### src/rtl/ddr_definitions.sv
// Shared definitions for the DDR game blocks: arrow codes, game states,
// score limits and the arrow-to-button decode used by display and judge alike.
package ddr_definitions;

    localparam int NUM_ARROWS_BITS = 4;
    localparam int STATE_BITS      = 1;
    localparam int SCORE_BITS      = 14;
    localparam int SCORE_MAX       = 9999;

    typedef enum logic [NUM_ARROWS_BITS:0] {
        ARROW_UP    = 5'd10,
        ARROW_DOWN  = 5'd11,
        ARROW_LEFT  = 5'd12,
        ARROW_RIGHT = 5'd13,
        ARROW_UD    = 5'd14,
        ARROW_UL    = 5'd15,
        ARROW_UR    = 5'd16,
        ARROW_DL    = 5'd17,
        ARROW_DR    = 5'd18,
        ARROW_LR    = 5'd19,
        ARROW_NONE  = 5'd20
    } arrow_t;

    typedef enum logic [STATE_BITS:0] {
        STATE_START = 2'd0,
        STATE_GAME  = 2'd1,
        STATE_PAUSE = 2'd2,
        STATE_OVER  = 2'd3
    } game_state_t;

    typedef enum logic [1:0] {
        VERDICT_NONE,
        VERDICT_HIT,
        VERDICT_MISS
    } verdict_t;

    // Button mask order is {up, down, left, right}.
    function automatic logic [3:0] arrow_mask(input logic [NUM_ARROWS_BITS:0] code);
        case (code)
            ARROW_UP:    return 4'b1000;
            ARROW_DOWN:  return 4'b0100;
            ARROW_LEFT:  return 4'b0010;
            ARROW_RIGHT: return 4'b0001;
            ARROW_UD:    return 4'b1100;
            ARROW_UL:    return 4'b1010;
            ARROW_UR:    return 4'b1001;
            ARROW_DL:    return 4'b0110;
            ARROW_DR:    return 4'b0101;
            ARROW_LR:    return 4'b0011;
            default:     return 4'b0000;
        endcase
    endfunction

    function automatic logic [SCORE_BITS-1:0] sat_add(input logic [SCORE_BITS-1:0] a,
                                                      input logic [1:0]            inc,
                                                      input logic [SCORE_BITS-1:0] limit);
        logic [SCORE_BITS:0] sum;
        sum = {1'b0, a} + {{(SCORE_BITS - 1){1'b0}}, inc};
        if (sum > {1'b0, limit})
            return limit;
        return sum[SCORE_BITS-1:0];
    endfunction

endpackage

### src/rtl/ddr_judge_if.sv
// Signal bundle between the judge and the game (buttons, metronome, display).
interface ddr_judge_if #(
    parameter int NUM_ARROWS_BITS = 4,
    parameter int STATE_BITS      = 1
);
    logic                                  metronome_clk;
    logic [STATE_BITS:0]                   state;
    logic                                  new_game;
    logic [NUM_ARROWS_BITS:0]              cur_arrow;
    logic                                  btn_up;
    logic                                  btn_down;
    logic                                  btn_left;
    logic                                  btn_right;
    logic [ddr_definitions::SCORE_BITS-1:0] score;
    logic [ddr_definitions::SCORE_BITS-1:0] comboCount;
    logic [ddr_definitions::SCORE_BITS-1:0] max_combo;
    logic                                  hit;
    logic                                  miss;

    modport master (
        output metronome_clk, state, new_game, cur_arrow,
               btn_up, btn_down, btn_left, btn_right,
        input  score, comboCount, max_combo, hit, miss
    );

    modport slave (
        input  metronome_clk, state, new_game, cur_arrow,
               btn_up, btn_down, btn_left, btn_right,
        output score, comboCount, max_combo, hit, miss
    );
endinterface

### src/rtl/ddr_button_conditioner.sv
// One push button: 2-flop synchronizer, debounce counter, rising-edge press pulse.
module ddr_button_conditioner #(
    parameter int DEBOUNCE_BITS = 16
) (
    input  logic clk,
    input  logic rst,
    input  logic btn,
    output logic press
);
    logic                     sync_1;
    logic                     sync_2;
    logic                     level;
    logic                     level_d;
    logic [DEBOUNCE_BITS-1:0] count;

    // The counter measures how long the synced input has disagreed with the
    // accepted level; any return to agreement restarts it.
    always_ff @(posedge clk or posedge rst) begin
        if (rst) begin
            sync_1  <= 1'b0;
            sync_2  <= 1'b0;
            level   <= 1'b0;
            level_d <= 1'b0;
            count   <= '0;
        end else begin
            sync_1  <= btn;
            sync_2  <= sync_1;
            level_d <= level;
            if (sync_2 == level) begin
                count <= '0;
            end else if (count == '1) begin
                level <= sync_2;
                count <= '0;
            end else begin
                count <= count + DEBOUNCE_BITS'(1);
            end
        end
    end

    assign press = level & ~level_d;
endmodule

### src/rtl/ddr_judge.sv
// Judges each metronome beat against the current arrow and keeps score,
// combo and best combo for the display.
module ddr_judge
    import ddr_definitions::*;
#(
    parameter int NUM_ARROWS_BITS    = ddr_definitions::NUM_ARROWS_BITS,
    parameter int STATE_BITS         = ddr_definitions::STATE_BITS,
    parameter int DEBOUNCE_BITS      = 16,
    parameter int COMBO_BONUS_THRESH = 10,
    parameter int SCORE_MAX          = ddr_definitions::SCORE_MAX
) (
    input logic         clk,
    input logic         rst,
    ddr_judge_if.slave  bus
);
    localparam logic [SCORE_BITS-1:0] LIMIT  = SCORE_BITS'(SCORE_MAX);
    localparam logic [SCORE_BITS-1:0] THRESH = SCORE_BITS'(COMBO_BONUS_THRESH);

    logic [NUM_ARROWS_BITS:0] arrow;
    logic [STATE_BITS:0]      game_state;
    logic [2:0]               beat_sh;
    logic                     beat;
    logic [3:0]               press;
    logic [3:0]               press_mask;
    logic [3:0]               effective;
    logic [3:0]               expected;
    logic                     in_game;
    verdict_t                 verdict;
    logic [1:0]               bonus;
    logic [SCORE_BITS-1:0]    score_q;
    logic [SCORE_BITS-1:0]    combo_q;
    logic [SCORE_BITS-1:0]    max_combo_q;
    logic [SCORE_BITS-1:0]    score_hit;
    logic [SCORE_BITS-1:0]    combo_hit;
    logic                     hit_q;
    logic                     miss_q;

    assign arrow      = bus.cur_arrow;
    assign game_state = bus.state;
    assign in_game    = (game_state == STATE_GAME);

    // Same beat detector as the display, so the judged arrow is the pre-shift one.
    always_ff @(posedge clk or posedge rst) begin
        if (rst) begin
            beat_sh <= '0;
            beat    <= 1'b0;
        end else begin
            beat_sh <= {bus.metronome_clk, beat_sh[2:1]};
            beat    <= ~beat_sh[0] & beat_sh[1];
        end
    end

    ddr_button_conditioner #(.DEBOUNCE_BITS(DEBOUNCE_BITS)) u_cond_up (
        .clk(clk), .rst(rst), .btn(bus.btn_up), .press(press[3])
    );
    ddr_button_conditioner #(.DEBOUNCE_BITS(DEBOUNCE_BITS)) u_cond_down (
        .clk(clk), .rst(rst), .btn(bus.btn_down), .press(press[2])
    );
    ddr_button_conditioner #(.DEBOUNCE_BITS(DEBOUNCE_BITS)) u_cond_left (
        .clk(clk), .rst(rst), .btn(bus.btn_left), .press(press[1])
    );
    ddr_button_conditioner #(.DEBOUNCE_BITS(DEBOUNCE_BITS)) u_cond_right (
        .clk(clk), .rst(rst), .btn(bus.btn_right), .press(press[0])
    );

    assign expected  = arrow_mask(arrow);
    assign effective = press_mask | press;

    always_comb begin
        verdict = VERDICT_NONE;
        if (in_game && beat) begin
            if (expected != 4'b0000)
                verdict = (effective == expected) ? VERDICT_HIT : VERDICT_MISS;
            else if (effective != 4'b0000)
                verdict = VERDICT_MISS;
        end
    end

    always_comb begin
        bonus     = (combo_q >= THRESH) ? 2'd2 : 2'd1;
        score_hit = sat_add(score_q, bonus, LIMIT);
        combo_hit = sat_add(combo_q, 2'd1, LIMIT);
    end

    always_ff @(posedge clk or posedge rst) begin
        if (rst) begin
            score_q     <= '0;
            combo_q     <= '0;
            max_combo_q <= '0;
            press_mask  <= '0;
            hit_q       <= 1'b0;
            miss_q      <= 1'b0;
        end else if (bus.new_game) begin
            score_q     <= '0;
            combo_q     <= '0;
            max_combo_q <= '0;
            press_mask  <= '0;
            hit_q       <= 1'b0;
            miss_q      <= 1'b0;
        end else begin
            hit_q  <= (verdict == VERDICT_HIT);
            miss_q <= (verdict == VERDICT_MISS);
            if (!in_game || beat)
                press_mask <= '0;
            else
                press_mask <= press_mask | press;
            case (verdict)
                VERDICT_HIT: begin
                    score_q <= score_hit;
                    combo_q <= combo_hit;
                    if (combo_hit > max_combo_q)
                        max_combo_q <= combo_hit;
                end
                VERDICT_MISS: combo_q <= '0;
                default: ;
            endcase
        end
    end

    assign bus.score      = score_q;
    assign bus.comboCount = combo_q;
    assign bus.max_combo  = max_combo_q;
    assign bus.hit        = hit_q;
    assign bus.miss       = miss_q;
endmodule

### src/flat_wrapper.sv
// flat-port wrapper written by rule: the top's interface ports become plain ports
module ddr_judge_flat import ddr_definitions::*;
#(
    parameter int NUM_ARROWS_BITS    = ddr_definitions::NUM_ARROWS_BITS,
    parameter int STATE_BITS         = ddr_definitions::STATE_BITS,
    parameter int DEBOUNCE_BITS      = 16,
    parameter int COMBO_BONUS_THRESH = 10,
    parameter int SCORE_MAX          = ddr_definitions::SCORE_MAX
)
  (clk, rst, bus_metronome_clk, bus_state, bus_new_game, bus_cur_arrow, bus_btn_up, bus_btn_down, bus_btn_left, bus_btn_right, bus_score, bus_comboCount, bus_max_combo, bus_hit, bus_miss);
  ddr_judge_if #(.NUM_ARROWS_BITS(NUM_ARROWS_BITS), .STATE_BITS(STATE_BITS)) bus_i ();
  input logic clk;
  input logic rst;
  input wire logic [$bits(bus_i.metronome_clk)-1:0] bus_metronome_clk;
  input wire logic [$bits(bus_i.state)-1:0] bus_state;
  input wire logic [$bits(bus_i.new_game)-1:0] bus_new_game;
  input wire logic [$bits(bus_i.cur_arrow)-1:0] bus_cur_arrow;
  input wire logic [$bits(bus_i.btn_up)-1:0] bus_btn_up;
  input wire logic [$bits(bus_i.btn_down)-1:0] bus_btn_down;
  input wire logic [$bits(bus_i.btn_left)-1:0] bus_btn_left;
  input wire logic [$bits(bus_i.btn_right)-1:0] bus_btn_right;
  output wire logic [$bits(bus_i.score)-1:0] bus_score;
  output wire logic [$bits(bus_i.comboCount)-1:0] bus_comboCount;
  output wire logic [$bits(bus_i.max_combo)-1:0] bus_max_combo;
  output wire logic [$bits(bus_i.hit)-1:0] bus_hit;
  output wire logic [$bits(bus_i.miss)-1:0] bus_miss;
  assign bus_i.metronome_clk = bus_metronome_clk;
  assign bus_i.state = bus_state;
  assign bus_i.new_game = bus_new_game;
  assign bus_i.cur_arrow = bus_cur_arrow;
  assign bus_i.btn_up = bus_btn_up;
  assign bus_i.btn_down = bus_btn_down;
  assign bus_i.btn_left = bus_btn_left;
  assign bus_i.btn_right = bus_btn_right;
  assign bus_score = bus_i.score;
  assign bus_comboCount = bus_i.comboCount;
  assign bus_max_combo = bus_i.max_combo;
  assign bus_hit = bus_i.hit;
  assign bus_miss = bus_i.miss;
  ddr_judge #(.NUM_ARROWS_BITS(NUM_ARROWS_BITS), .STATE_BITS(STATE_BITS), .DEBOUNCE_BITS(DEBOUNCE_BITS), .COMBO_BONUS_THRESH(COMBO_BONUS_THRESH), .SCORE_MAX(SCORE_MAX)) u_core (.clk(clk), .rst(rst), .bus(bus_i));
endmodule
### config.mk
export PLATFORM = sky130hd
export DESIGN_NAME = ddr_judge_flat
export DESIGN_NICKNAME = d
export VERILOG_FILES = /design/src/rtl/ddr_definitions.sv /design/src/rtl/ddr_judge_if.sv /design/src/rtl/ddr_button_conditioner.sv /design/src/rtl/ddr_judge.sv /design/src/flat_wrapper.sv
export SDC_FILE = /design/constraint.sdc
export NUM_CORES = 1
export LEC_CHECK = 0
export BUFFER_PORTS_ARGS = -buffer_cell sky130_fd_sc_hd__buf_2
export CAP_MARGIN = 40
export CORE_UTILIZATION = 55
export CTS_CLUSTER_SIZE = 20
export DETAILED_ROUTE_END_ITERATION = 6
export GPL_ROUTABILITY_DRIVEN = 0
export PLACE_DENSITY = 0.81
export SLEW_MARGIN = 20
export SYNTH_ARGS = -nofsm -noshare
export SYNTH_HDL_FRONTEND = slang
export SYNTH_HIERARCHICAL = 1
export SYNTH_SLANG_ARGS = --single-unit
### constraint.sdc
create_clock -name clk -period 4.2 [get_ports clk]
set_input_delay 0.42 -clock clk [delete_from_list [all_inputs] [get_ports clk]]
set_output_delay 0.42 -clock clk [all_outputs]
set_load 0.03 [all_outputs]
==> impl_results.md <==
- Status: finished, final reports clean
- Final worst-path cycle share: 96.22%
- Inserted Clock Buffers: 17
- WP data required: 4530 ps
- XOR/XNOR share of the synthesized area: 7.929%
- Post-synthesis mux area share: 2.299%
- DRT iter0 DRCs: 461
- Mapped Nets: 840
- Area grow syn2layout: 16.65%
- YS warnings: 6
- Post-synthesis compound-gate area fraction: 11.12%
- Critical Path Sink Type: register
- Max Fclk: 247.5 MHz
- First-pass GRT wire length: 26850 um
- TritonCTS clock tree: done
- Post-synth EDFFs: 0
- Max_cap viols: 0
- Share of post-route cells with drive strength above 1: 18.97%
- I/O Buffers: 58
- Post-synth ARST share: 100.0%
- Crit path kind: reg2reg
- Final setup skew: 13.35 ps
- Synth Flop Type: dfrtp_1
- Vias after detailed routing: 6217
- Ant. Diodes: 0
- Initial Util: 56.11%
- Most frequent cells in the layout: dfrtp_1 (130), nor2_1 (102), nand2_1 (66), buf_2 (58)
- Finished Layout Cells: 1067
- Clock-pin slew on the worst setup and hold paths: 60 ps
- Slack of the critical path: 158.8 ps
- R2r setup slk: 160 ps
- Min-delay src: bus_btn_left
- Fill cells: 1045
- Clock root cell: clkbuf_16
- Core area: 0.01319 mm2
- # IOs: 59
- Main combinational cell family by area after synthesis: simple AND/OR/NAND/NOR gates
- Vias in the first global route: 5784
- Synth Cell Area: 0.007401 mm2
- Final slew viol count: 0
- Post-synthesis simple-gate area fraction: 24.18%
- Syn_area_per_cell: 9.286 um2
- CP arrival: 4370 ps
- Drt total wl: 16240 um
- Rel. slew slack: 50.45%
- Crit path launch: u_core/bus.comboCount[0]
- Netlist cell types: 66
- Per-cell routed wire length: 15.22 um
- Dpl ws: -7.323 ps
- Worst vdd ir: 0.3378 mV
- Endpoints failing setup: 0
- Hold WC Path Type: in2reg
- R2R Path Start: u_core/bus.comboCount[0]
- Startpoint type of the worst setup path: register
- Tmin final: 4041 ps
- HPWL Detailed: 10820 um
- Clock Latency Late Sink: 430 ps
- Die area: 0.01392 mm2
- Nets: 921
- Sequential element share of the synthesized area: 44.63%
- CTS Buffer Depth: 2
- Total gr overflow: 0
- WHS: 97.87 ps
- Num rows: 42
- Clock sink total: 132
- DR vias/cell: 5.827
- Final hold vios: 0
- Worst slew pin tran: 742.5 ps
- Critical Path Fanout Max: 12
- LEAKAGE: 3.830 nW
- Syn Inst Count: 797
- # DRC: 0
- TritonRoute pass-1 iters: 5
- Gr usage total: 24.14%
- Commonest non-fill, non-tap cell in the layout: dfrtp_1
- Pwr per Cell Area: 332.4 mW/mm2
- Post-Synth Adder-Cell Area: 4.835%
- #FFs+latches synth: 132
- Post-DRT Antenna Nets: 0
- H-tree Lvls: 4
- Total power: 0.002870 W
- RSZ-0062 raised after global routing: true
- Die Y: 118 um
- Largest net degree at the start of global routing: 53
- Placed cells: 1025
- Antenna violations before repair: 0
- Die X: 118 um
## sequential cells by signal (all words and copies together) (netlist names), 3 cells and up
name and count:
u_core/u_cond_up/count 16, u_core/u_cond_left/count 16, u_core/u_cond_down/count 16, u_core/u_cond_right/count 16, u_core/press_mask 4, u_core/bus.max_combo 14, u_core/bus.comboCount 14, u_core/beat_sh 3
u_core/bus.score 14
## path summary, 6_finish.rpt
kind / end / depth (start not counted)
setup / recovery: u_core/bus.score[8] / 16
hold / removal: u_core/u_cond_left/sync_1 / 1
setup reg to reg: u_core/bus.score[8] / 16
hold reg to reg: u_core/u_cond_left/sync_2 / 0
max in group asynchronous: u_core/bus.comboCount[8] / 3
min in group asynchronous: u_core/u_cond_left/count[15] / 2
## repair_timing
item | 4_1_cts | 5_1_grt
pin swaps | 1 | 3
gates cloned | 0 | 1
gates resized for setup | 1 | 7
hold buffers | 0 | 0
buffers inserted | 0 | 9
setup endpoints to repair | 13 | 21
## area by class of cell
class	instances	area, um2	area share (%)
timing repair buffer	92	545.5	6.319
tap	176	220.2	2.551
sequential	132	3306	38.29
inverter	57	214.0	2.478
clock inverter	13	123.9	1.435
multi-input combinational	578	3771	43.68
clock buffer	19	452.9	5.246
## where the power goes
part | switching, W | internal, W
sequential | 0.0000145 | 0.00129
combinational | 0.0000936 | 0.0000406
clock | 0.000580 | 0.000852
total | 0.000688 | 0.00218
## critical path, stage by stage, from the launching register on
cell and delay [ps]:
dfrtp_2 430, inv_1 60, ha_1 210, o31ai_1 220, nand4_1 220, inv_1 160, ha_1 210, inv_1 70
fa_2 390, nand4b_1 270, or3_1 400, mux2i_1 130, a31o_2 270, a2bb2oi_1 130, buf_4 190, or4_1 480
o21ai_0 120
## per-stage QoR
stage                     area (um2)  utilization (%)  setup TNS [ps]
after floorplan                 7401                -               0
after global placement          7943            60.22               0
after detailed placement        7943            60.22          -7.323
after CTS                       8531            64.67               0
after global routing            8633            65.45          -542.9
final                           8633            65.45               0
## metal layers
layer,up-vias,global-route usage [%],part of all wire (%)
li1,2979,-,-
met1,3039,31.79,45
met2,174,39.19,49
met3,25,4.554,4.0
met4,0,9.936,1.8
met5,-,0,0
## cells in the mapped netlist, types with 6 or more instances
cell type / count / area, um2
or3_1: 15 / 93.84
a31o_2: 9 / 78.83
a21oi_1: 24 / 120.1
xor2_1: 12 / 105.1
nor2b_1: 8 / 50.05
a31oi_1: 8 / 50.05
a311oi_1: 6 / 52.55
nand4_1: 20 / 125.1
nor3_1: 22 / 110.1
buf_2: 14 / 70.07
nand2_1: 66 / 247.7
nand3_1: 41 / 205.2
ha_1: 27 / 337.8
xnor2_1: 55 / 481.7
clkbuf_1: 10 / 37.54
a22o_1: 8 / 70.07
nor2_1: 102 / 382.9
and3_1: 8 / 50.05
dfrtp_1: 132 / 3303
inv_1: 56 / 210.2
o21ai_0: 26 / 130.1
mux2_2: 8 / 90.09
nor4_1: 15 / 93.84
mux2i_1: 8 / 80.08
a21o_1: 8 / 60.06
## cells by family after synthesis
group / count (synthesis)
muxes: 16
adders and majority gates: 28
AOI/OAI and AO/OA: 123
and+or+nand+nor: 343
xor gates and xnor gates: 67
DFF: 132
buffers and inverters: 88
No activity file was read; power rests on OpenSTA's default activity.
